File: config.mk
export PLATFORM = sky130hd
export DESIGN_NAME = tx_frame_sr
export DESIGN_NICKNAME = d
export VERILOG_FILES = /design/src/rtl/tx_frame_pkg.sv /design/src/rtl/tx_baud_tick.sv /design/src/rtl/tx_frame_sr.sv
export SDC_FILE = /design/constraint.sdc
export NUM_CORES = 1
export LEC_CHECK = 0
export CAP_MARGIN = 0
export CORE_MARGIN = 4
export CORE_UTILIZATION = 35
export DETAILED_ROUTE_END_ITERATION = 6
export PLACE_DENSITY_LB_ADDON = 0.05
export SLEW_MARGIN = 15
export SYNTH_ARGS = -nofsm -noshare
export SYNTH_HDL_FRONTEND = slang
export SYNTH_SLANG_ARGS = --single-unit
File: constraint.sdc
create_clock -name clk -period 2.25 [get_ports clk]
set_input_delay 0.45 -clock clk [delete_from_list [all_inputs] [get_ports clk]]
set_output_delay 0.45 -clock clk [all_outputs]
set_load 0.02 [all_outputs]
File: src/rtl/tx_frame_pkg.sv
// rtl/tx_frame_pkg.sv - shared definitions for the UART transmit framer
//
// Contents:
//   tx_frame_state_t : framer FSM states (IDLE, START, DATA, PARITY, STOP)
//   cnt_width()      : bit-period counter width, $clog2(CLKS_PER_BIT) bits
//   idx_width()      : bit-index width, $clog2(DATA_BITS+1) bits
package tx_frame_pkg;

  typedef enum logic [2:0] {
    IDLE   = 3'd0,
    START  = 3'd1,
    DATA   = 3'd2,
    PARITY = 3'd3,
    STOP   = 3'd4
  } tx_frame_state_t;

  // CLKS_PER_BIT is at least 2, so this is never below 1 bit.
  function automatic int cnt_width(input int clks_per_bit);
    return (clks_per_bit > 2) ? $clog2(clks_per_bit) : 1;
  endfunction

  // Wide enough to index every data bit and every stop bit.
  function automatic int idx_width(input int data_bits);
    return $clog2(data_bits + 1);
  endfunction

endpackage

File: src/rtl/tx_baud_tick.sv
// rtl/tx_baud_tick.sv - bit-period counter with end-of-bit strobe
//
// Counts 0..CLKS_PER_BIT-1 and wraps; o_last is high in the final cycle of
// each bit period. i_clear forces the count back to 0 on the next edge.
//
// Ports:
//   clk     : clock, rising edge
//   rst     : synchronous active-high reset
//   i_clear : restart the bit period
//   o_last  : high while the counter sits at CLKS_PER_BIT-1
module tx_baud_tick
  import tx_frame_pkg::*;
#(
  parameter int CLKS_PER_BIT = 16
) (
  input  logic clk,
  input  logic rst,
  input  logic i_clear,
  output logic o_last
);

  localparam int CNT_W = cnt_width(CLKS_PER_BIT);
  localparam logic [CNT_W-1:0] CNT_MAX = CNT_W'(CLKS_PER_BIT - 1);

  logic [CNT_W-1:0] r_cnt;
  logic             w_last;

  assign w_last = (r_cnt == CNT_MAX);
  assign o_last = w_last;

  always_ff @(posedge clk) begin
    if (rst || i_clear) begin
      r_cnt <= '0;
    end else if (w_last) begin
      r_cnt <= '0;
    end else begin
      r_cnt <= r_cnt + CNT_W'(1);
    end
  end

endmodule

File: src/rtl/tx_frame_sr.sv
// rtl/tx_frame_sr.sv - parametrised UART transmit framer
//
// Accepts a word on a valid/ready handshake and sends start bit, data bits,
// optional parity bit and stop bits, each CLKS_PER_BIT clocks long.
// Optional parity is built when TX_FRAME_PARITY_EN is defined.
//
// Ports:
//   clk        : clock, rising edge
//   rst        : synchronous active-high reset
//   tx_data    : word to send, latched on accept
//   tx_valid   : tx_data holds a word
//   parity_odd : 1 = odd parity, 0 = even (TX_FRAME_PARITY_EN only)
//   tx_ready   : framer accepts a word this cycle
//   tx_out     : registered serial line, idles high
//   tx_busy    : frame in progress
//   frame_done : pulse in the final clock of the last stop bit
module tx_frame_sr
  import tx_frame_pkg::*;
#(
  parameter int DATA_BITS    = 8,
  parameter int STOP_BITS    = 1,
  parameter int CLKS_PER_BIT = 16,
  parameter int LSB_FIRST    = 1
) (
  input  logic                 clk,
  input  logic                 rst,
  input  logic [DATA_BITS-1:0] tx_data,
  input  logic                 tx_valid,
`ifdef TX_FRAME_PARITY_EN
  input  logic                 parity_odd,
`endif
  output logic                 tx_ready,
  output logic                 tx_out,
  output logic                 tx_busy,
  output logic                 frame_done
);

  localparam int IDX_W = idx_width(DATA_BITS);
  localparam logic [IDX_W-1:0] LAST_DATA_IDX = IDX_W'(DATA_BITS - 1);
  localparam logic [IDX_W-1:0] LAST_STOP_IDX = IDX_W'(STOP_BITS - 1);

`ifdef TX_FRAME_PARITY_EN
  localparam tx_frame_state_t AFTER_DATA = PARITY;
`else
  localparam tx_frame_state_t AFTER_DATA = STOP;
`endif

  tx_frame_state_t      r_state;
  tx_frame_state_t      w_state_nxt;
  logic [DATA_BITS-1:0] r_shift;
  logic [DATA_BITS-1:0] w_shift_adv;
  logic [IDX_W-1:0]     r_bit_idx;
  logic                 r_tx_out;
  logic                 w_bit_last;
  logic                 w_last_stop;
  logic                 w_accept;
  logic                 w_clear;
  logic                 w_first_bit;
  logic                 w_adv_bit;
`ifdef TX_FRAME_PARITY_EN
  logic                 r_parity;
`endif

  // The counter is held at 0 in IDLE so the start bit gets a full period,
  // and restarted on every state change.
  assign w_clear = (r_state == IDLE) || (w_state_nxt != r_state);

  tx_baud_tick #(
    .CLKS_PER_BIT(CLKS_PER_BIT)
  ) u_baud_tick (
    .clk    (clk),
    .rst    (rst),
    .i_clear(w_clear),
    .o_last (w_bit_last)
  );

  // Last clock of the last stop bit: the frame ends here and a new word may
  // be taken in the same cycle so frames can run back to back.
  assign w_last_stop = (r_state == STOP) && w_bit_last && (r_bit_idx == LAST_STOP_IDX);
  assign tx_ready    = (r_state == IDLE) || w_last_stop;
  assign w_accept    = tx_valid && tx_ready;
  assign frame_done  = w_last_stop;
  assign tx_busy     = (r_state != IDLE);
  assign tx_out      = r_tx_out;

  // The outgoing data bit always sits at the shift-out end of the register.
  assign w_shift_adv = (LSB_FIRST != 0) ? (r_shift >> 1) : (r_shift << 1);
  assign w_first_bit = (LSB_FIRST != 0) ? r_shift[0] : r_shift[DATA_BITS-1];
  assign w_adv_bit   = (LSB_FIRST != 0) ? w_shift_adv[0] : w_shift_adv[DATA_BITS-1];

  always_comb begin
    w_state_nxt = r_state;
    case (r_state)
      IDLE: begin
        if (w_accept) begin
          w_state_nxt = START;
        end
      end
      START: begin
        if (w_bit_last) begin
          w_state_nxt = DATA;
        end
      end
      DATA: begin
        if (w_bit_last && (r_bit_idx == LAST_DATA_IDX)) begin
          w_state_nxt = AFTER_DATA;
        end
      end
`ifdef TX_FRAME_PARITY_EN
      PARITY: begin
        if (w_bit_last) begin
          w_state_nxt = STOP;
        end
      end
`endif
      STOP: begin
        if (w_last_stop) begin
          w_state_nxt = w_accept ? START : IDLE;
        end
      end
      default: begin
        w_state_nxt = IDLE;
      end
    endcase
  end

  always_ff @(posedge clk) begin
    if (rst) begin
      r_state   <= IDLE;
      r_shift   <= '0;
      r_bit_idx <= '0;
      r_tx_out  <= 1'b1;
`ifdef TX_FRAME_PARITY_EN
      r_parity  <= 1'b0;
`endif
    end else begin
      r_state <= w_state_nxt;

      if (w_accept) begin
        r_shift  <= tx_data;
`ifdef TX_FRAME_PARITY_EN
        r_parity <= (^tx_data) ^ parity_odd;
`endif
      end else if ((r_state == DATA) && w_bit_last) begin
        r_shift <= w_shift_adv;
      end

      // Counts data bits in DATA and stop bits in STOP.
      if (w_state_nxt != r_state) begin
        r_bit_idx <= '0;
      end else if (w_bit_last && ((r_state == DATA) || (r_state == STOP))) begin
        r_bit_idx <= r_bit_idx + IDX_W'(1);
      end

      // tx_out is produced from the next state so the line is registered.
      case (w_state_nxt)
        START: r_tx_out <= 1'b0;
        DATA: begin
          if (r_state == START) begin
            r_tx_out <= w_first_bit;
          end else if (w_bit_last) begin
            r_tx_out <= w_adv_bit;
          end
        end
`ifdef TX_FRAME_PARITY_EN
        PARITY: r_tx_out <= r_parity;
`endif
        default: r_tx_out <= 1'b1;
      endcase
    end
  end

endmodule

==> results of run 1 <==
## cell families (layout without fill, tap and decap cells)
group	count (synthesis)	count (layout)	share of synthesized area
and+or+nand+nor	53	53	0.2762
AOI/OAI and AO/OA	34	34	0.2427
DFF	20	20	0.3452
buffers and inverters	10	31	0.04963
xor gates and xnor gates	6	6	0.04531
adders and majority gates	3	3	0.03237
muxes	1	1	0.008630
## routing by layer
layer  GRT usage  vias up  wire [um]
li1            -      520          -
met1      0.1973      501       1308
met2      0.2402       20       1371
met3     0.04444        6        100
met4     0.03627        0         31
met5           0        -          0
## metrics by stage
stage / power, uW / instance area, um^2 / util / worst slack, ps / cells
4_1_cts: 709.8 / 1426 / 0.4597 / 22.46 / 192
6_report: 700.2 / 1423 / 0.4585 / 178.9 / 192
5_1_grt: 737.9 / 1423 / 0.4585 / 28.27 / 192
2_1_floorplan: 445.9 / 1166 / - / 104.2 / 127
3_5_place_dp: 494.4 / 1394 / 0.4492 / 90.28 / 188
3_3_place_gp: 493.8 / 1394 / 0.4492 / 141.7 / 188
## registers in the layout (all words and copies together), names as in the netlist
register,flops
r_state,3
u_baud_tick.r_cnt,4
r_shift,8
r_bit_idx,4
tx_out,1
## repair_timing
item                                    in CTS  in global routing
endpoints found under the setup margin       3                  1
cloned                                       0                  0
hold buffers                                 0                  0
resized for setup                            3                  2
## area by class of cell
type,count,share of cell area
multi-input cells,97,0.4978
repair buffers,25,0.1513
well taps,44,0.03870
flip-flops and latches,20,0.2814
clock buffers,4,0.02551
inverters,2,0.005277
## power by group through the flow
stage          registers [uW]  logic (uW)  clock network, uW
6_report                  378         105                216
5_1_grt                   380         116                242
2_1_floorplan             385        60.7                  0
4_1_cts                   378         107                225
3_5_place_dp              386         108                  0
3_3_place_gp              386         108                  0
## final timing paths
path / startpoint / to / slack [ps]
min: u_baud_tick.r_cnt[0]$_SDFF_PP0_ / u_baud_tick.r_cnt[0]$_SDFF_PP0_ / 450
min reg2reg: u_baud_tick.r_cnt[0]$_SDFF_PP0_ / u_baud_tick.r_cnt[0]$_SDFF_PP0_ / 450
max reg2reg: u_baud_tick.r_cnt[0]$_SDFF_PP0_ / r_bit_idx[0]$_SDFFE_PP0P_ / 360
max: u_baud_tick.r_cnt[0]$_SDFF_PP0_ / frame_done / 180
## cell usage after synthesis, drive strengths merged, types with 2 or more instances
cell type / count
a32oi: 5
ha: 3
a311oi: 2
xnor2: 4
nand2: 12
nor3b: 2
buf: 6
or3b: 2
xor2: 2
o31ai: 3
nand2b: 2
nor4: 2
nor2b: 2
or3: 2
nand3: 4
nor3: 7
clkbuf: 2
and3: 2
o22ai: 2
dfxtp: 20
a21oi: 8
inv: 2
o31a: 2
o211ai: 6
nor2: 12
==> results.yml, run 1 <==
final_layout:
  final_cell_mix: "dfxtp_1, nand2_1, clkdlybuf4s50_1, buf_4, nor2_1"
  nets: 163
  seqCellArea_um2: 400.4
  area_delta_synth_final_pct: 22.65
  nFillCells: 339
  drive_gt1_frac: 0.2027
  num_antenna_cells: 0
  final_common_cell: "dfxtp_1"
  multi_input_area_um2: 708.2
global_route:
  antenna_found_initial: 0
  grt_usage: 0.1502
  gr-total-overflow: 0
  grt_pass1_wl_um: 5030
  grt_max_degree: 15
  grt_pass1_vias: 1036
drt:
  vias_per_cell: 5.453
  first_pass_iters: 4
  drtAntennaViolNets: 0
  drcViolationCount: 0
  vias: 1047
  avgRoutedWirePerCell_um: 14.64
  drt_wl_total_um: 2811
  first_iter_violations: 55
cts:
  clkSinkCount: 20
  clk-insertion-delay-late_ps: 310
  clockBufferDepth: 2
  post_cts_buffers: 0
  h-tree-depth: 1
  cts-root-buf: "clkbuf_4"
  cts_buffers: 3
  cts_tree: "yes"
  path_clk_slew_ps: 110
floorplanning:
  fp-row-count: 20
  initial_core_util: 0.3738
  die_width_um: 65.57
  die-area_um2: 4299
  core_area_um2: 3103
  ios: 15
  die_y_um: 65.57
place:
  hpwl_um: 2136
  place.gp.congestion: 0.7467
  port_buffers: 14
power_and_ir_drop:
  share_comb_of_total_power: 0.151
  power.switching_uw: 180.2
  seqPwrFrac: 0.541
  power_density_nw_per_um2: 492.2
  p_sw_frac: 0.2573
  internal_power_uw: 520.0
  peakVddDrop_mv: 0.3265
  p_leak_uw: 0.0005005
  clkPwrFrac: 0.309
timing:
  fin_tns_setup_ps: 0
  hold_viol_final: 0
  max_slew_margin: 0.6378
  setup_viol: 0
  worst_hold_slack_ps: 452.8
  min_period_ps: 2071
  fmax_mhz: 482.8
  rsz0062_at_grt: "false"
  tightest_slew_ps: 541.5
  finClkSkew_ps: 5.869
  slew_violations: 0
  min_period_over_period: 0.9205
yosys:
  synthCells: 127
  synthArstFlopShare: 0
  synth_nets: 141
  synth_area_um2: 1160
  syn_area_per_cell_um2: 9.133
  synth_top_cells_by_area: "dfxtp_1, nand2_1, o211ai_1"
  ys_warn_count: 0
  synth-edff-count: 0
  ys_ff_latch: 20
  yosysTopAreaCell: "dfxtp_1"
  yosys_most_used_dff: "dfxtp_1"
  yosysUniqueCellTypes: 44
  yosysTopAreaCellShare: 0.3452
  yosysSeqAreaShare: 0.3452
setup_path:
  crit_arrival_ps: 1620
  r2r_cells: 6
  required_ps: 1800
  cp_num_buf_inv: 1
  path_depth: 4
  crit_path_max_fanout: 3
  cp_top_family: "flip-flops"
  crit_chain: "ha_1 > nand3_4 > nor4_2 > dlygate4sd2_1"
  slowest_stage: "dfxtp_1"
  critPathKind: "reg2out"
  start_kind: "flip-flop"
  cpPeakStageDelay_ps: 370
  endpoint_kind: "primary output"
hold_path:
  whs_path_depth: 1
  hp-class: "reg2reg"
run_status:
  status: "complete, no violations"
run:
  drv_cap: 0
No activity file was read; power rests on OpenSTA's default activity.
==> run 2: changes to the inputs <==
--- a/config.mk
+++ b/config.mk
@@ -8,6 +8,7 @@
 export CAP_MARGIN = 0
 export CORE_MARGIN = 4
 export CORE_UTILIZATION = 35
+export CTS_CLUSTER_SIZE = 40
 export DETAILED_ROUTE_END_ITERATION = 6
 export PLACE_DENSITY_LB_ADDON = 0.05
 export SLEW_MARGIN = 15
==> results of run 2 <==
Same layout as run 1: the final DEF is identical, and so are final timing and power.
==> run 3: changes to the inputs <==
--- a/config.mk
+++ b/config.mk
@@ -11,7 +11,6 @@
 export CTS_CLUSTER_SIZE = 40
 export DETAILED_ROUTE_END_ITERATION = 6
 export PLACE_DENSITY_LB_ADDON = 0.05
-export SLEW_MARGIN = 15
 export SYNTH_ARGS = -nofsm -noshare
 export SYNTH_HDL_FRONTEND = slang
 export SYNTH_SLANG_ARGS = --single-unit
==> results of run 3 <==
Same layout as run 1: the final DEF is identical, and so are final timing and power.
